[src/rtl/button_event_decoder_if.sv]
// Signal bundle between the button event decoder and its neighbours: the debounced
// level comes in, the event ticks and the busy flag go out.
interface button_event_decoder_if;
  logic db_level;
  logic single_tick;
  logic double_tick;
  logic long_tick;
  logic busy;

  modport slave (
    input  db_level,
    output single_tick,
    output double_tick,
    output long_tick,
    output busy
  );

  modport master (
    output db_level,
    input  single_tick,
    input  double_tick,
    input  long_tick,
    input  busy
  );
endinterface

[src/rtl/button_event_decoder.sv]
// Turns a debounced button level into one-cycle single-click, double-click and
// long-press pulses, timing presses and gaps with a single shared up-counter.
module button_event_decoder #(
  parameter int unsigned CNT_W       = 24,
  parameter int unsigned LONG_CYCLES = 12_500_000,
  parameter int unsigned GAP_CYCLES  = 12_500_000
) (
  input  logic                  clk,
  input  logic                  reset_n,
  button_event_decoder_if.slave evt
);

  localparam logic [CNT_W-1:0] LONG_LAST = CNT_W'(LONG_CYCLES - 1);
  localparam logic [CNT_W-1:0] GAP_LAST  = CNT_W'(GAP_CYCLES - 1);
  localparam logic [CNT_W-1:0] CNT_ONE   = CNT_W'(1);

  typedef enum logic [2:0] {
    IDLE   = 3'd0,
    PRESS1 = 3'd1,
    GAP    = 3'd2,
    PRESS2 = 3'd3,
    LONG   = 3'd4
  } state_t;

  state_t           state_q, state_d;
  logic [CNT_W-1:0] cnt_q, cnt_d;
  logic             single_q, single_d;
  logic             double_q, double_d;
  logic             long_q, long_d;

  always_ff @(posedge clk or negedge reset_n) begin
    if (!reset_n) begin
      state_q  <= IDLE;
      cnt_q    <= '0;
      single_q <= 1'b0;
      double_q <= 1'b0;
      long_q   <= 1'b0;
    end else begin
      state_q  <= state_d;
      cnt_q    <= cnt_d;
      single_q <= single_d;
      double_q <= double_d;
      long_q   <= long_d;
    end
  end

  always_comb begin
    state_d  = state_q;
    cnt_d    = cnt_q;
    single_d = 1'b0;
    double_d = 1'b0;
    long_d   = 1'b0;

    unique case (state_q)
      IDLE: begin
        if (evt.db_level) begin
          state_d = PRESS1;
          cnt_d   = CNT_ONE;
        end
      end

      PRESS1: begin
        if (evt.db_level) begin
          if (cnt_q == LONG_LAST) begin
            state_d = LONG;
            long_d  = 1'b1;
          end else begin
            cnt_d = cnt_q + CNT_ONE;
          end
        end else begin
          state_d = GAP;
          cnt_d   = CNT_ONE;
        end
      end

      // A press arriving on the last gap sample still counts as the second click.
      GAP: begin
        if (evt.db_level) begin
          state_d  = PRESS2;
          double_d = 1'b1;
        end else if (cnt_q == GAP_LAST) begin
          state_d  = IDLE;
          single_d = 1'b1;
        end else begin
          cnt_d = cnt_q + CNT_ONE;
        end
      end

      PRESS2: begin
        if (!evt.db_level) state_d = IDLE;
      end

      LONG: begin
        if (!evt.db_level) state_d = IDLE;
      end

      default: begin
        state_d = IDLE;
      end
    endcase
  end

  assign evt.single_tick = single_q;
  assign evt.double_tick = double_q;
  assign evt.long_tick   = long_q;
  assign evt.busy        = (state_q != IDLE);

endmodule

[src/flat_wrapper.sv]
// flat-port wrapper written by rule: the top's interface ports become plain ports
module button_event_decoder_flat 
#(
  parameter int unsigned CNT_W       = 24,
  parameter int unsigned LONG_CYCLES = 12_500_000,
  parameter int unsigned GAP_CYCLES  = 12_500_000
)
  (clk, reset_n, evt_db_level, evt_single_tick, evt_double_tick, evt_long_tick, evt_busy);
  button_event_decoder_if evt_i ();
  input  logic clk;
  input  logic reset_n;
  input wire logic [$bits(evt_i.db_level)-1:0] evt_db_level;
  output wire logic [$bits(evt_i.single_tick)-1:0] evt_single_tick;
  output wire logic [$bits(evt_i.double_tick)-1:0] evt_double_tick;
  output wire logic [$bits(evt_i.long_tick)-1:0] evt_long_tick;
  output wire logic [$bits(evt_i.busy)-1:0] evt_busy;
  assign evt_i.db_level = evt_db_level;
  assign evt_single_tick = evt_i.single_tick;
  assign evt_double_tick = evt_i.double_tick;
  assign evt_long_tick = evt_i.long_tick;
  assign evt_busy = evt_i.busy;
  button_event_decoder #(.CNT_W(CNT_W), .LONG_CYCLES(LONG_CYCLES), .GAP_CYCLES(GAP_CYCLES)) u_core (.clk(clk), .reset_n(reset_n), .evt(evt_i));
endmodule
[config.mk]
export PLATFORM = sky130hd
export DESIGN_NAME = button_event_decoder_flat
export DESIGN_NICKNAME = d
export VERILOG_FILES = /design/src/rtl/button_event_decoder_if.sv /design/src/rtl/button_event_decoder.sv /design/src/flat_wrapper.sv
export SDC_FILE = /design/constraint.sdc
export NUM_CORES = 1
export LEC_CHECK = 0
export ABC_AREA = 1
export CORE_ASPECT_RATIO = 1.1
export CORE_UTILIZATION = 51
export CTS_CLUSTER_SIZE = 30
export DETAILED_ROUTE_END_ITERATION = 12
export PLACE_DENSITY = 0.71
export RECOVER_POWER = 100
export SLEW_MARGIN = 10
export SYNTH_ARGS = -nofsm -noshare
export SYNTH_HDL_FRONTEND = slang
export SYNTH_SLANG_ARGS = --single-unit
[constraint.sdc]
create_clock -name clk -period 1.52 [get_ports clk]
set_input_delay 0.152 -clock clk [delete_from_list [all_inputs] [get_ports clk]]
set_output_delay 0.152 -clock clk [all_outputs]
set_load 0.02 [all_outputs]
==> reports/qor.yml <==
worst_setup_path_startpoint: "u_core.cnt_q[1]$_DFFE_PN0P_"
power_density_mw_per_mm2: 1208
synth_warnings: 0
synth_sequential_area_ratio_pct: 39.97
die_area_mm2: 0.003930
drcViolationCount: 0
ys_dominant_reg_cell: "sky130_fd_sc_hd__dfrtp_1"
worst_skew_pair.late_latency_ns: 0.34
critical-path-top-cell-by-count: "sky130_fd_sc_hd__nand2_1"
nNetsFinal: 324
first_global_vias: 1735
grt_setup_unrepaired: "yes"
drive_gt1_share_pct: 34.17
postSynthRegisterBits: 30
design.core.area_mm2: 0.003413
synthDistinctLibCells: 29
detail_route.first_pass.iterations: 4
r2r_start: "u_core.cnt_q[1]$_DFFE_PN0P_"
violations_in_the_final_reports: "negative setup slack"
die_w_um: 59.86
achievable-frequency_mhz: 618.9
met1_usage_pct: 34.38
number_of_clock_buffers_inserted_by_tritoncts: 5
run_status: "finished, violations left"
synth.top_cell.area_share_pct: 39.97
ys_top_cells_by_count: "sky130_fd_sc_hd__nand2_1 (59), sky130_fd_sc_hd__nor2_1 (46), sky130_fd_sc_hd__inv_1 (33), sky130_fd_sc_hd__dfrtp_1 (30), sky130_fd_sc_hd__nand3_1 (21)"
cts_tree: "yes"
leakagePower_nw: 1.149
synth_enable_flop_cells: 0
critPathMaxFanout: 4
synth.net_count: 266
arrival_ns: 1.89
insertedDiodeCount: 0
number_of_buffer_cells_added_on_primary_ports: 6
row_count: 22
finalInstanceArea_mm2: 0.002595
dieHeight_um: 65.65
place_hpwl_um: 3215
grt.busiest_layer: "met2"
top_level_ports: 7
ir_worst_vdd_mv: 1.028
floorplan.initialDensity_pct: 55.02
grt_overflow: 0
tightest_slew_ns: 0.7566
post_synthesis_to_final_layout_area_growth_pct: 38.17
final-max-slew-violation-count: 0
pin_count_of_the_biggest_net_entering_global_routing: 31
final.min_clock_period_ns: 1.616
slew_headroom_pct: 49.56
timing.critical_path.cells: "buf_4 > nand3_2 > nor2_4 > nand2_2 > nor3_2 > nand4_1 > nand2_1 > nand2_1 > nor2_2"
setup_viol_count_final: 18
worst_slack_ns: -0.09573
critical_path.endpoint_type: "flop"
grt_first_pass_wirelength_um: 7776
yosysMostFrequentCell: "sky130_fd_sc_hd__nand2_1"
timing_worst_setup_path_type: "flop to flop"
groute.layer.met3.usage_pct: 7.677
clkSinkCount: 30
via_count: 1851
fin_worst_hold_slack_ns: 0.4046
globalRouteMet2Util_pct: 42.64
total_global_routing_track_utilization_pct: 27.02
timing.critical_path.required_ns: 1.79
cpPeakStageDelay_ns: 0.41
hold_violations: 0
max-clock-path-buffers: 2
clockRootBuffer: "sky130_fd_sc_hd__clkbuf_4"
postSynth.asyncResetShare_pct: 100.0
synthesis.area_mm2: 0.001878
drt_wl_total_um: 4910
final_min_period_over_clock_period_pct: 106.3
synthesis.area_per_instance_um2: 7.168
critical_path.slowest_cell: "sky130_fd_sc_hd__dfrtp_1"
htreeDepth: 2
worst_hold_path_type: "input port to asynchronous set/reset pin"
skew_ns: 0.01812
synth.largest_area_cell: "sky130_fd_sc_hd__dfrtp_1"
worst_setup_hold_path_clk_slew_ns: 0.10
initial_antenna_violation_count: 0
drt-vias-per-instance: 5.044
total_cell_area_at_the_placement_stage_mm2: 0.002266
timing.critical_path.from_type: "flop"
wl_per_cell_um: 13.38
synth_top_cells_by_area: "sky130_fd_sc_hd__dfrtp_1 (40%), sky130_fd_sc_hd__nand2_1 (12%), sky130_fd_sc_hd__nor2_1 (9.2%)"
number_of_nets_with_antenna_violations_after_routing: 0
cts_hold_repair.buffers: 0
first_iter_violations: 131
gp_congestion: 0.8901
max_cap_violations: 0
synthesis.instances: 262
==> layout make-up <==
type                    instances  area [um^2]
inverters                      38        145.1
clock buffers                   6        51.30
repair buffers                 53        440.4
fillers                       267        818.3
flip-flops and latches         30        754.5
well taps                      48        60.06
multi-input cells             192         1144
==> per-layer routing <==
layer | up-vias | part of all wire (%)
met1 | 851 | 43
met3 | 9 | 4.0
met4 | 0 | 2.3
met5 | - | 0
met2 | 44 | 51
li1 | 947 | -
==> flip-flops by register name, indices dropped and copies added (netlist names) <==
| signal | count |
|---|---|
| u_core.evt.single_tick | 1 |
| u_core.evt.double_tick | 1 |
| u_core.evt.long_tick | 1 |
| u_core.state_q | 3 |
| u_core.cnt_q | 24 |
==> stage by stage <==
step / setup WS (ns) / utilization (%) / total power [mW] / setup TNS, ns / cells
2_1_floorplan: 0.03512 / - / 1.787 / 0 / 262
3_5_place_dp: -0.1458 / 66.39 / 2.313 / -2.287 / 351
3_3_place_gp: -0.1226 / 66.39 / 2.297 / -1.567 / 351
5_1_grt: -0.1789 / 76.03 / 3.325 / -2.715 / 367
6_report: -0.09573 / 76.03 / 3.134 / -0.5866 / 367
4_1_cts: -0.03890 / 70.82 / 2.860 / -0.09843 / 363
==> timing repair <==
item | 4_1_cts | 5_1_grt
cloned | 1 | 0
pin swaps | 5 | 15
endpoints found under the setup margin | 26 | 29
endpoints found under the hold margin | 0 | 0
buffers inserted | 5 | 4
gates resized for setup | 16 | 40
==> layout by cell type, fill, tap and decap left out, drive strengths merged <==
cell type and instances:
o21ai 14, or2 2, nand3 26, nor3b 1, o211ai 1, a21oi 9, nor3 4, nand4 7
inv 38, dfrtp 30, nor2 56, buf 47, and2 1, clkdlybuf4s50 4, ha 1, dlygate4sd3 1
nand2 63, xor2 5, nor4 1, o21bai 1, clkbuf 7
==> final timing paths <==
path                                                  to  slack (ns)  cells past startpoint
setup / recovery            u_core.cnt_q[23]$_DFFE_PN0P_        -0.1                      9
max in group asynchronous  u_core.state_q[2]$_DFFE_PN0P_        0.58                      2
setup reg to reg            u_core.cnt_q[23]$_DFFE_PN0P_        -0.1                      9
hold reg to reg              u_core.cnt_q[9]$_DFFE_PN0P_        0.57                      2
min in group clk             u_core.cnt_q[9]$_DFFE_PN0P_        0.57                      2
hold / removal              u_core.cnt_q[22]$_DFFE_PN0P_        0.40                      2
==> cell families (layout without fill, tap and decap cells) <==
group / Yosys count / in the layout / share of synthesized area [%]
XOR/XNOR: 5 / 5 / 2.332
flip-flops: 30 / 30 / 39.97
AO/OA/AOI/OAI: 25 / 25 / 7.129
buffers and inverters: 41 / 97 / 9.194
AND/OR/NAND/NOR: 160 / 161 / 40.71
adder cells (fa/ha/maj): 1 / 1 / 0.6661
==> report_power, final <==
part | leakage, nW | internal, mW | switching (mW)
Combinational | 0.713 | 0.772 | 0.910
Clock | 0.0302 | 0.208 | 0.277
Sequential | 0.406 | 0.871 | 0.0959
Total | 1.15 | 1.85 | 1.28
==> worst max-delay path: cells and delay by family, from the launching register on <==
family                 cells  cell delay, ns
AND/OR/NAND/NOR            8            1.01
buffers and inverters      1            0.14
flip-flops                 1            0.41
No activity file was read; power rests on OpenSTA's default activity.
